### config.mk
export PLATFORM = sky130hd
export DESIGN_NAME = fixed_32_seq_div_flat
export DESIGN_NICKNAME = d
export VERILOG_FILES = /design/src/rtl/fixed_32_seq_div_if.sv /design/src/rtl/fixed_32_seq_div.sv /design/src/flat_wrapper.sv
export SDC_FILE = /design/constraint.sdc
export NUM_CORES = 1
export LEC_CHECK = 0
export CORE_ASPECT_RATIO = 0.9
export CORE_MARGIN = 1
export CORE_UTILIZATION = 52
export DETAILED_ROUTE_END_ITERATION = 10
export DONT_BUFFER_PORTS = 1
export PLACE_DENSITY = 0.76
export SLEW_MARGIN = 25
export SYNTH_ARGS = -nofsm -noshare
export SYNTH_HDL_FRONTEND = slang
export SYNTH_SLANG_ARGS = --single-unit
### constraint.sdc
create_clock -name clk -period 10.4 [get_ports clk]
set_input_delay 2.08 -clock clk [delete_from_list [all_inputs] [get_ports clk]]
set_output_delay 2.08 -clock clk [all_outputs]
set_load 0.1 [all_outputs]
### src/rtl/fixed_32_seq_div_if.sv
`default_nettype none
// ---------------------------------------------------------------------------
// fixed_32_seq_div_if : operand/result handshake bundle for fixed_32_seq_div
// Rev 1.0
// ---------------------------------------------------------------------------
interface fixed_32_seq_div_if #(
  parameter int DATA_W = 32
);
  logic              in_valid;
  logic              in_ready;
  logic [DATA_W-1:0] dividend_in;
  logic [DATA_W-1:0] divisor_in;
  logic              out_valid;
  logic              out_ready;
  logic [DATA_W-1:0] quotient_out;
  logic              overflow;
  logic              div_by_zero;
  logic              busy;

  modport master (
    output in_valid, dividend_in, divisor_in, out_ready,
    input  in_ready, out_valid, quotient_out, overflow, div_by_zero, busy
  );

  modport slave (
    input  in_valid, dividend_in, divisor_in, out_ready,
    output in_ready, out_valid, quotient_out, overflow, div_by_zero, busy
  );
endinterface
`default_nettype wire

### src/rtl/fixed_32_seq_div.sv
`default_nettype none
// ---------------------------------------------------------------------------
// fixed_32_seq_div : signed Q24.8 restoring divider, one quotient bit per clock
// Rev 1.0
// ---------------------------------------------------------------------------
module fixed_32_seq_div #(
  parameter int DATA_W = 32,
  parameter int FRAC_W = 8
) (
  input  logic              clk,
  input  logic              rst,
  fixed_32_seq_div_if.slave bus
);

  localparam int NUM_W = DATA_W + FRAC_W;
  localparam int CNT_W = $clog2(NUM_W);
  localparam logic [CNT_W-1:0]  CNT_START = CNT_W'(NUM_W - 1);
  localparam logic [DATA_W-1:0] MAX_POS   = {1'b0, {(DATA_W-1){1'b1}}};
  localparam logic [DATA_W-1:0] MIN_NEG   = {1'b1, {(DATA_W-1){1'b0}}};
  localparam logic [NUM_W-1:0]  POS_LIMIT = {{FRAC_W{1'b0}}, MAX_POS};
  localparam logic [NUM_W-1:0]  NEG_LIMIT = {{FRAC_W{1'b0}}, MIN_NEG};

  typedef enum logic [1:0] {
    IDLE = 2'd0,
    CALC = 2'd1,
    FIX  = 2'd2,
    DONE = 2'd3
  } state_t;

  state_t state, state_next;

  logic              sign;
  logic [DATA_W-1:0] dmag;
  logic [NUM_W-1:0]  num;
  logic [DATA_W-1:0] rem;
  logic [NUM_W-1:0]  q;
  logic [CNT_W-1:0]  cnt;
  logic [DATA_W-1:0] quotient;
  logic              ovf;
  logic              dbz;

  logic              div_zero_in;
  logic [DATA_W-1:0] a_mag;
  logic [DATA_W-1:0] b_mag;
  logic [DATA_W:0]   rem_shift;
  logic [DATA_W:0]   rem_diff;
  logic              rem_ge;
  logic              q_over;
  logic [DATA_W-1:0] q_signed;

  // Magnitudes are unsigned, so -(-2^31) correctly becomes 2^31.
  assign div_zero_in = (bus.divisor_in == '0);
  assign a_mag       = bus.dividend_in[DATA_W-1] ? -bus.dividend_in : bus.dividend_in;
  assign b_mag       = bus.divisor_in[DATA_W-1]  ? -bus.divisor_in  : bus.divisor_in;

  // rem < |b| <= 2^31 always, so after the shift a borrow out of bit DATA_W means rem < |b|.
  assign rem_shift = {rem, num[NUM_W-1]};
  assign rem_diff  = rem_shift - {1'b0, dmag};
  assign rem_ge    = ~rem_diff[DATA_W];

  assign q_over   = sign ? (q > NEG_LIMIT) : (q > POS_LIMIT);
  assign q_signed = sign ? -q[DATA_W-1:0] : q[DATA_W-1:0];

  always_ff @(posedge clk) begin
    if (rst) begin
      state <= IDLE;
    end else begin
      state <= state_next;
    end
  end

  always_comb begin
    state_next = state;
    case (state)
      IDLE:    if (bus.in_valid) state_next = div_zero_in ? DONE : CALC;
      CALC:    if (cnt == '0) state_next = FIX;
      FIX:     state_next = DONE;
      DONE:    if (bus.out_ready) state_next = IDLE;
      default: state_next = IDLE;
    endcase
  end

  always_ff @(posedge clk) begin
    if (rst) begin
      sign     <= 1'b0;
      dmag     <= '0;
      num      <= '0;
      rem      <= '0;
      q        <= '0;
      cnt      <= '0;
      quotient <= '0;
      ovf      <= 1'b0;
      dbz      <= 1'b0;
    end else begin
      case (state)
        IDLE: begin
          if (bus.in_valid) begin
            sign <= bus.dividend_in[DATA_W-1] ^ bus.divisor_in[DATA_W-1];
            dmag <= b_mag;
            num  <= {a_mag, {FRAC_W{1'b0}}};
            rem  <= '0;
            q    <= '0;
            cnt  <= CNT_START;
            if (div_zero_in) begin
              quotient <= bus.dividend_in[DATA_W-1] ? MIN_NEG : MAX_POS;
              dbz      <= 1'b1;
              ovf      <= 1'b0;
            end
          end
        end
        CALC: begin
          rem <= rem_ge ? rem_diff[DATA_W-1:0] : rem_shift[DATA_W-1:0];
          q   <= {q[NUM_W-2:0], rem_ge};
          num <= {num[NUM_W-2:0], 1'b0};
          cnt <= cnt - 1'b1;
        end
        FIX: begin
          quotient <= q_over ? (sign ? MIN_NEG : MAX_POS) : q_signed;
          ovf      <= q_over;
          dbz      <= 1'b0;
        end
        DONE: begin
          if (bus.out_ready) begin
            ovf <= 1'b0;
            dbz <= 1'b0;
          end
        end
        default: ;
      endcase
    end
  end

  assign bus.in_ready     = (state == IDLE);
  assign bus.busy         = (state != IDLE);
  assign bus.out_valid    = (state == DONE);
  assign bus.quotient_out = quotient;
  assign bus.overflow     = ovf;
  assign bus.div_by_zero  = dbz;

endmodule
`default_nettype wire

### src/flat_wrapper.sv
// flat-port wrapper written by rule: the top's interface ports become plain ports
module fixed_32_seq_div_flat 
#(
  parameter int DATA_W = 32,
  parameter int FRAC_W = 8
)
  (clk, rst, bus_in_valid, bus_dividend_in, bus_divisor_in, bus_out_ready, bus_in_ready, bus_out_valid, bus_quotient_out, bus_overflow, bus_div_by_zero, bus_busy);
  fixed_32_seq_div_if #(.DATA_W(DATA_W)) bus_i ();
  input  logic clk;
  input  logic rst;
  input wire logic [$bits(bus_i.in_valid)-1:0] bus_in_valid;
  input wire logic [$bits(bus_i.dividend_in)-1:0] bus_dividend_in;
  input wire logic [$bits(bus_i.divisor_in)-1:0] bus_divisor_in;
  input wire logic [$bits(bus_i.out_ready)-1:0] bus_out_ready;
  output wire logic [$bits(bus_i.in_ready)-1:0] bus_in_ready;
  output wire logic [$bits(bus_i.out_valid)-1:0] bus_out_valid;
  output wire logic [$bits(bus_i.quotient_out)-1:0] bus_quotient_out;
  output wire logic [$bits(bus_i.overflow)-1:0] bus_overflow;
  output wire logic [$bits(bus_i.div_by_zero)-1:0] bus_div_by_zero;
  output wire logic [$bits(bus_i.busy)-1:0] bus_busy;
  assign bus_i.in_valid = bus_in_valid;
  assign bus_i.dividend_in = bus_dividend_in;
  assign bus_i.divisor_in = bus_divisor_in;
  assign bus_i.out_ready = bus_out_ready;
  assign bus_in_ready = bus_i.in_ready;
  assign bus_out_valid = bus_i.out_valid;
  assign bus_quotient_out = bus_i.quotient_out;
  assign bus_overflow = bus_i.overflow;
  assign bus_div_by_zero = bus_i.div_by_zero;
  assign bus_busy = bus_i.busy;
  fixed_32_seq_div #(.DATA_W(DATA_W), .FRAC_W(FRAC_W)) u_core (.clk(clk), .rst(rst), .bus(bus_i));
endmodule
Yosys cells after proc, flatten, opt, wreduce, memory -nomap -nowiden

Index checks and enable logic that the tools add are counted.

Register bits: 187
Bits of input ports: 68

Add/subtract/negate cells: 5
$lt $le $gt $ge: 2
Equal/unequal tests: 7
Multiplexer cells: 31
Bitwise logic cells: 2
Reduce and logical (&&, ||, !) cells: 12

Operators with widths:

| operator                                                        | number |
|---|---|
| two-way mux 32 bit                                              | 10 |
| case mux 40 bit (2 select lines)                                | 2 |
| case mux 32 bit (2 select lines)                                | 2 |
| negation 32 bit                                                 | 3 |
| two-way mux 40 bit                                              | 2 |
| greater-than comparator 40 x 31 -> 1 bit, second input constant | 1 |
| greater-than comparator 40 x 32 -> 1 bit, second input constant | 1 |
| subtractor 33 x 32 -> 33 bit                                    | 1 |
| logical NOT 32 bit                                              | 1 |
| case mux 6 bit (2 select lines)                                 | 1 |
| two-way mux 2 bit                                               | 4 |
| case mux 2 bit (4 select lines)                                 | 1 |
| logical NOT 6 bit                                               | 1 |
| two-way mux 1 bit                                               | 6 |
| two-way mux 6 bit                                               | 1 |
| case mux 1 bit (3 select lines)                                 | 2 |
| AND reduction 3 bit                                             | 2 |
| nonzero test 2 bit                                              | 3 |
| subtractor 6 x 1 -> 6 bit, second input constant                | 1 |
| equality test 2 bit, second input constant                      | 2 |
| != test 2 x 1 -> 1 bit, second input constant                   | 2 |
| != test 2 bit, second input constant                            | 2 |
| AND reduction 2 bit                                             | 2 |
| AND reduction 4 bit                                             | 1 |
| other kinds (5)                                                 | 5 |

Longest topological paths before layout

Gate-level depths: netlist (run 1).

Depth after elaboration: 4
Depth in mapped cells: 14
Depth with buffers taken out: 13

Worst setup path after synthesis (run 1)

OpenSTA, ideal clock, no wires.

Kind: in2reg
Start point: input port bus_divisor_in[12]
End point: register u_core.quotient[17] (netlist: u_core.bus.quotient_out[17])
Data arrival time: 4.813 ns
Data required time: 10.283 ns
Slack: 5.470 ns
Cell stages on the path: 9
Cells stage by stage: or4_4 or4_1 or4_4 or4b_4 o22ai_4 a21boi_2 nand2b_1 o22ai_1 nor2_1

Cells in the longest elaborated chain, start to end: 3

Ends and longest elaborated chain:

| item                             | line                    | source |
|---|---|---|
| start: declaration               | flat_wrapper.sv:13      | `input wire logic [$bits(bus_i.divisor_in)-1:0] bus_divisor_in;` |
| logical NOT 32 bit               | fixed_32_seq_div.sv:52  | `assign div_zero_in = (bus.divisor_in == '0);` |
| != test 2 x 1 -> 1 bit (no line) | --                      |  |
| AND reduction 3 bit (no line)    | --                      |  |
| end signal: assignment           | fixed_32_seq_div.sv:105 | `quotient <= bus.dividend_in[DATA_W-1] ? MIN_NEG : MAX_POS;` |
| end signal: assignment           | fixed_32_seq_div.sv:118 | `quotient <= q_over ? (sign ? MIN_NEG : MAX_POS) : q_signed;` |
| end: declaration                 | fixed_32_seq_div.sv:38  | `logic [DATA_W-1:0] quotient;` |

Every way passes these cells.
A chain may end at the register's enable or synchronous reset.

Worst setup path after layout (run 1)

Start point: input port bus_divisor_in[12]
End point: register u_core.quotient[21] (netlist: u_core.bus.quotient_out[21])

The elaborated chain is that of the path after synthesis.

==> flow_metrics.py, run 1 <==
metrics = {
    "run_status": {
        "status": "finished, final reports clean",
    },
    "clock_network": {
        "cts_tree": "yes",
        "cts_buffers": 17,
        "cts_max_level": 4,
        "clockBufferDepth": 2,
        "ctsResizeCount": 0,
        "cts.sinks": 179,
        "clk_pin_slew_worst_paths_ps": 70,
        "clockRootBuffer": "clkbuf_16",
        "postCtsHoldBufs": 0,
        "clk_latency_ps": 430,
        "post_cts_buffers": 0,
    },
    "setup_path": {
        "worstPathArrival_ps": 6180,
        "path_class": "input port to flop",
        "start_kind": "input port",
        "path_common_cell": "or4_4",
        "path_delay_family": "simple AND/OR/NAND/NOR gates",
        "worstPathRequired_ps": 10720,
        "path_buf_inv": 0,
        "end_kind": "flop",
        "crit_chain": "or4_4, or4_1, or4_4, or4b_4, o22ai_4, a21boi_4, nand2b_1, o22ai_1, nor2_1",
        "cp_max_fo": 34,
        "crit_slowest_cell": "a21boi_4",
        "max_stage_delay_ps": 700,
    },
    "power_and_ir_drop": {
        "ir_drop_uv": 178,
        "p_int_w": 0.00154,
        "power_frac_clock_pct": 26.4,
        "power.switching_w": 0.00114,
        "pwr-share-comb_pct": 34.8,
        "swShare_pct": 42.4,
        "power.total_w": 0.00268,
        "power_density_nw_per_um2": 233,
        "leakage_nw": 4.25,
        "p_seq_share_pct": 38.8,
    },
    "global_route": {
        "grt_pass1_vias": 8963,
        "grt_use_total_pct": 25.1,
        "grt_max_degree": 136,
        "grt_antenna_before_repair": 0,
        "grt_pass1_wl_um": 43600,
        "grt-ovfl-total": 0,
    },
    "final_layout": {
        "syn_to_final_growth_pct": 7.52,
        "final_common_cell": "dfxtp_1",
        "final_nets": 1459,
        "final_cell_mix": "179 x dfxtp_1, 171 x nand2_1, 169 x nor2_1",
        "finalNonFillerCells": 1616,
        "diodes": 0,
        "fin_util_pct": 57.4,
        "drive_above_1_share_pct": 4.63,
    },
    "floorplanning": {
        "chipWidth_um": 153,
        "die_area_um2": 21100,
        "die_h_um": 138,
        "ios": 105,
        "initial_core_util_pct": 53.3,
        "coreArea_um2": 20000,
        "placementRows": 49,
    },
    "sta": {
        "whs_ps": 446,
        "drv_slew": 0,
        "fmax_ghz": 0.171,
        "skew_ps": 11.2,
        "setup_viol": 0,
        "fin_crit_sh_pct": 56.3,
        "slew_headroom_pct": 30.0,
        "period_needed_ps": 5860,
        "tightest_slew_ps": 1050,
        "timing.setup.tns_ps": 0,
        "grt_setup_unrepaired": "no",
        "hold_viol_final": 0,
    },
    "yosys": {
        "synth_edf_count": 0,
        "syn_area_um2": 10700,
        "avgSynthCellArea_um2": 7.65,
        "ys_async_sr_fraction_pct": 0,
        "synth.distinct_cells": 59,
        "synthCells": 1398,
        "synth.yosys.warnings": 0,
        "ys_ff_latch": 179,
        "postSynthNetCount": 1508,
        "yosysSeqAreaShare_pct": 33.5,
        "synthFlopType": "dfxtp_1",
    },
    "route": {
        "wl_um": 26400,
        "vias_per_cell": 5.99,
        "drt_iter0_drc": 609,
        "via_count": 9680,
        "drc": 0,
        "ant_nets": 0,
        "dr.pass1.iters": 5,
        "drt-wirelength-per-cell_um": 16.4,
    },
    "placement": {
        "dp_hpwl_um": 17900,
        "placed_cells": 1585,
        "finalWeightedCongestion": 0.905,
        "io_buffer_count": 0,
    },
    "min_path": {
        "hold_path_class": "flop to flop",
    },
    "flow_run": {
        "maxCapViolations": 0,
    },
}
==> power groups by stage <==
stage                     Combinational [W]  Sequential [W]  Clock (W)
after global placement             0.000903         0.00105          0
after CTS                          0.000933         0.00104   0.000717
after floorplan                    0.000755         0.00103          0
after detailed placement           0.000922         0.00105          0
final                              0.000931         0.00104   0.000708
after global routing                0.00104         0.00105   0.000744
==> per-stage QoR <==
step	instance area, um2	setup WS, ps
6_report	11500	4540
5_1_grt	11500	4270
4_1_cts	11500	4240
3_5_place_dp	10900	3830
3_3_place_gp	10900	3920
2_1_floorplan	10700	5470
==> tightest hold or removal path, stage by stage, from the launching register on <==
cell	delay [ps]
dfxtp_1	310
nand2_1	50
a21oi_1	50
==> logic make-up after synthesis <==
| kind of cell | synth area share (%) |
|---|---|
| and+or+nand+nor | 19.9 |
| AOI/OAI and AO/OA | 25.5 |
| DFF | 33.5 |
| muxes | 3.19 |
| buffers and inverters | 5.09 |
| adders and majority gates | 4.98 |
| xor gates and xnor gates | 7.86 |
==> path summary, 6_finish.rpt <==
kind                                          from                          end  slack, ps  cells after the start
worst max-delay path            bus_divisor_in[12]  u_core.bus.quotient_out[21]       4540                      9
worst min-delay path                u_core.num[37]               u_core.num[37]        450                      2
worst max register to register      u_core.num[39]                u_core.rem[0]       6100                     14
worst min register to register      u_core.num[37]               u_core.num[37]        450                      2
==> cell usage after synthesis, types with 4 or more instances <==
master / count / area, um2
nor2b_1: 14 / 87.6
nor2_1: 171 / 642
nand4_1: 6 / 37.5
a21oi_1: 88 / 440
o31ai_1: 20 / 150
o221ai_1: 7 / 61.3
o22ai_1: 13 / 81.3
a211oi_1: 61 / 458
mux2i_1: 33 / 330
nor4_1: 13 / 81.3
nand2_1: 171 / 642
or3_1: 10 / 62.6
inv_1: 57 / 214
nor3_1: 23 / 115
ha_1: 41 / 513
o211ai_1: 12 / 90.1
xnor2_1: 28 / 245
dfxtp_1: 179 / 3580
o21ai_0: 116 / 581
a21o_1: 16 / 120
o311ai_0: 4 / 35.0
or4_1: 15 / 113
xor2_1: 68 / 596
buf_1: 5 / 18.8
or2_2: 7 / 43.8
a22oi_1: 42 / 315
nand3_1: 21 / 105
a31oi_1: 16 / 100
o41ai_1: 8 / 70.1
buf_2: 9 / 45.0
o21bai_1: 5 / 37.5
clkbuf_1: 70 / 263
nand2b_1: 7 / 43.8
==> state kept, by name, summed over array words and instances (netlist names) <==
register,flops
u_core.bus.div_by_zero,1
u_core.bus.overflow,1
u_core.bus.quotient_out,32
u_core.cnt,6
u_core.dmag,32
u_core.num,32
u_core.q,40
u_core.rem,32
u_core.sign,1
u_core.state,2
==> cell type report <==
type / count / area (um2)
Fill cell: 1833 / 8550
Multi-Input combinational cell: 1077 / 6620
Sequential cell: 179 / 3580
Clock buffer: 23 / 468
Tap cell: 255 / 319
Inverter: 58 / 218
Clock inverter: 8 / 174
Timing Repair Buffer: 16 / 120
==> metal layers <==
layer	part of all wire [%]	up-vias	global-route usage, %
met5	0	-	0
met4	1.7	0	6.80
met3	6.1	36	6.08
met2	47	253	42.7
met1	45	4501	31.6
li1	-	4890	-
(Power assumes the default switching activity.)
==> run 2, diff against run 1 <==
==> constraint.sdc (replaced) <==
create_clock -name clk -period 6.1 [get_ports clk]
set_input_delay 1.22 -clock clk [delete_from_list [all_inputs] [get_ports clk]]
set_output_delay 1.22 -clock clk [all_outputs]
set_load 0.1 [all_outputs]
==> run 2 against run 1 <==
- global-route usage is 0.081 points lower
- sequential power is 71% higher
- wire length is 0.73% lower
- via count is 0.55% higher
- sequential cell count stayed put
- clock skew is 2.3 ps higher
- cell count stayed put
- largest power group unchanged
- worst setup slack worse by 2900 ps
- total power is 66% higher
- core utilization is 0.17 points lower
- die area stayed put
- non-clock buffer count is 1 lower
==> flow_metrics.py, run 2 (synthesized netlist as in run 1, its figures left out) <==
metrics = {
    "clock_network": {
        "cts_tree": "yes",
        "clockBufferDepth": 2,
        "ctsResizeCount": 0,
        "postCtsHoldBufs": 0,
        "post_cts_buffers": 0,
        "clk_pin_slew_worst_paths_ps": 80,
        "clockRootBuffer": "clkbuf_16",
        "clk_latency_ps": 430,
        "cts_max_level": 4,
        "cts_buffers": 17,
        "cts.sinks": 179,
    },
    "route": {
        "dr.pass1.iters": 7,
        "drt_iter0_drc": 678,
        "ant_nets": 0,
        "drc": 0,
        "drt-wirelength-per-cell_um": 16.2,
        "wl_um": 26200,
        "via_count": 9733,
        "vias_per_cell": 6.02,
    },
    "final_layout": {
        "largest_reg_flops": 40,
        "fin_util_pct": 57.2,
        "diodes": 0,
        "drive_above_1_share_pct": 5.22,
        "final_nets": 1458,
        "final_common_cell": "dfxtp_1",
        "syn_to_final_growth_pct": 7.21,
        "regMostFlops": "u_core.q",
        "final_cell_mix": "179 x dfxtp_1, 171 x nand2_1, 168 x nor2_1",
    },
    "sta": {
        "tightest_slew_ps": 1070,
        "fmax_ghz": 0.227,
        "drv_slew": 0,
        "grt_setup_unrepaired": "no",
        "period_needed_ps": 4410,
        "skew_ps": 13.5,
        "slew_headroom_pct": 28.8,
        "timing.setup.tns_ps": 0,
        "hold_viol_final": 0,
        "setup_viol": 0,
        "fin_crit_sh_pct": 72.3,
    },
    "global_route": {
        "grt_use_total_pct": 25.0,
        "grt_max_degree": 136,
        "grt_pass1_wl_um": 43800,
        "grt-ovfl-total": 0,
        "grt_antenna_before_repair": 0,
        "grt_pass1_vias": 9013,
    },
    "floorplanning": {
        "placementRows": 49,
        "chipWidth_um": 153,
        "die_area_um2": 21100,
        "die_h_um": 138,
        "initial_core_util_pct": 53.3,
        "ios": 105,
        "coreArea_um2": 20000,
    },
    "placement": {
        "finalWeightedCongestion": 0.914,
        "io_buffer_count": 0,
        "dp_hpwl_um": 18100,
    },
    "setup_path": {
        "r2r_start": "u_core.num[39]",
        "start_kind": "input port",
        "worstPathRequired_ps": 6430,
        "worstPathArrival_ps": 4740,
        "cp_max_fo": 34,
        "end_kind": "flop",
        "r2r_end": "u_core.rem[0]",
        "path_class": "input port to flop",
        "r2r_setup_slack_ps": 2130,
        "rr_worst_depth": 14,
    },
    "power_and_ir_drop": {
        "power_density_nw_per_um2": 389,
        "leakage_nw": 4.23,
        "power.total_w": 0.00446,
        "ir_drop_uv": 226,
    },
    "run_status": {
        "status": "finished, final reports clean",
    },
    "min_path": {
        "whs_endpoint": "u_core.num[37]",
        "hold_depth": 2,
        "min-delay-start": "u_core.num[37]",
        "hold_path_class": "flop to flop",
    },
    "flow_run": {
        "maxCapViolations": 0,
    },
}
[run 2: worst max-delay path by stage]
| stage | start | endpoint | slack [ps] | cells past startpoint |
|---|---|---|---|---|
| floorplan | bus_divisor_in[12] | u_core.bus.quotient_out[17] | 2030 | 9 |
| global placement | bus_divisor_in[12] | u_core.bus.quotient_out[17] | 1300 | 10 |
| detailed placement | bus_divisor_in[12] | u_core.bus.quotient_out[21] | 1270 | 10 |
| CTS | u_core.num[39] | u_core.rem[11] | 1700 | 14 |
| global route | bus_divisor_in[8] | u_core.bus.quotient_out[25] | 1500 | 10 |
| finish | bus_divisor_in[12] | u_core.bus.quotient_out[29] | 1690 | 10 |
[run 2: layout make-up]
cell class / count / area, um2
fill: 1868 / 8580
multi-input combinational: 1077 / 6630
sequential: 179 / 3580
clock buffer: 17 / 425
tap: 255 / 319
inverter: 58 / 218
clock inverter: 15 / 161
timing repair buffer: 15 / 133
[run 2: layer usage]
| layer | part of all wire [%] | GRT usage (%) | up-vias |
|---|---|---|---|
| met5 | 0 | 0 | - |
| met4 | 1.5 | 7.07 | 0 |
| met3 | 6.0 | 5.52 | 25 |
| met2 | 47 | 41.8 | 244 |
| met1 | 45 | 32.3 | 4560 |
| li1 | - | - | 4904 |
[run 2: critical path: stages]
cell	delay [ps]
or4_4	540
or4_1	480
or4_4	570
or4b_4	570
o22ai_4	110
buf_4	340
a21boi_2	460
nand2b_1	220
o22ai_1	170
nor2_1	50
[run 2: through the flow]
stage | std cells | area, um2 | hold slack, ps | worst slack [ps]
after detailed placement | 1583 | 10800 | 436 | 1270
final | 1616 | 11500 | 453 | 1690
after floorplan | 1398 | 10700 | 427 | 2030
after CTS | 1615 | 11400 | 447 | 1700
after global placement | 1583 | 10800 | 429 | 1300
after global routing | 1616 | 11500 | 474 | 1500
[run 2: power breakdown]
part	switching (W)	total (W)	internal, W
logic	0.00105	0.00158	0.000524
registers	0.000422	0.00178	0.00135
clock network	0.000521	0.00110	0.000582
total	0.00200	0.00446	0.00246
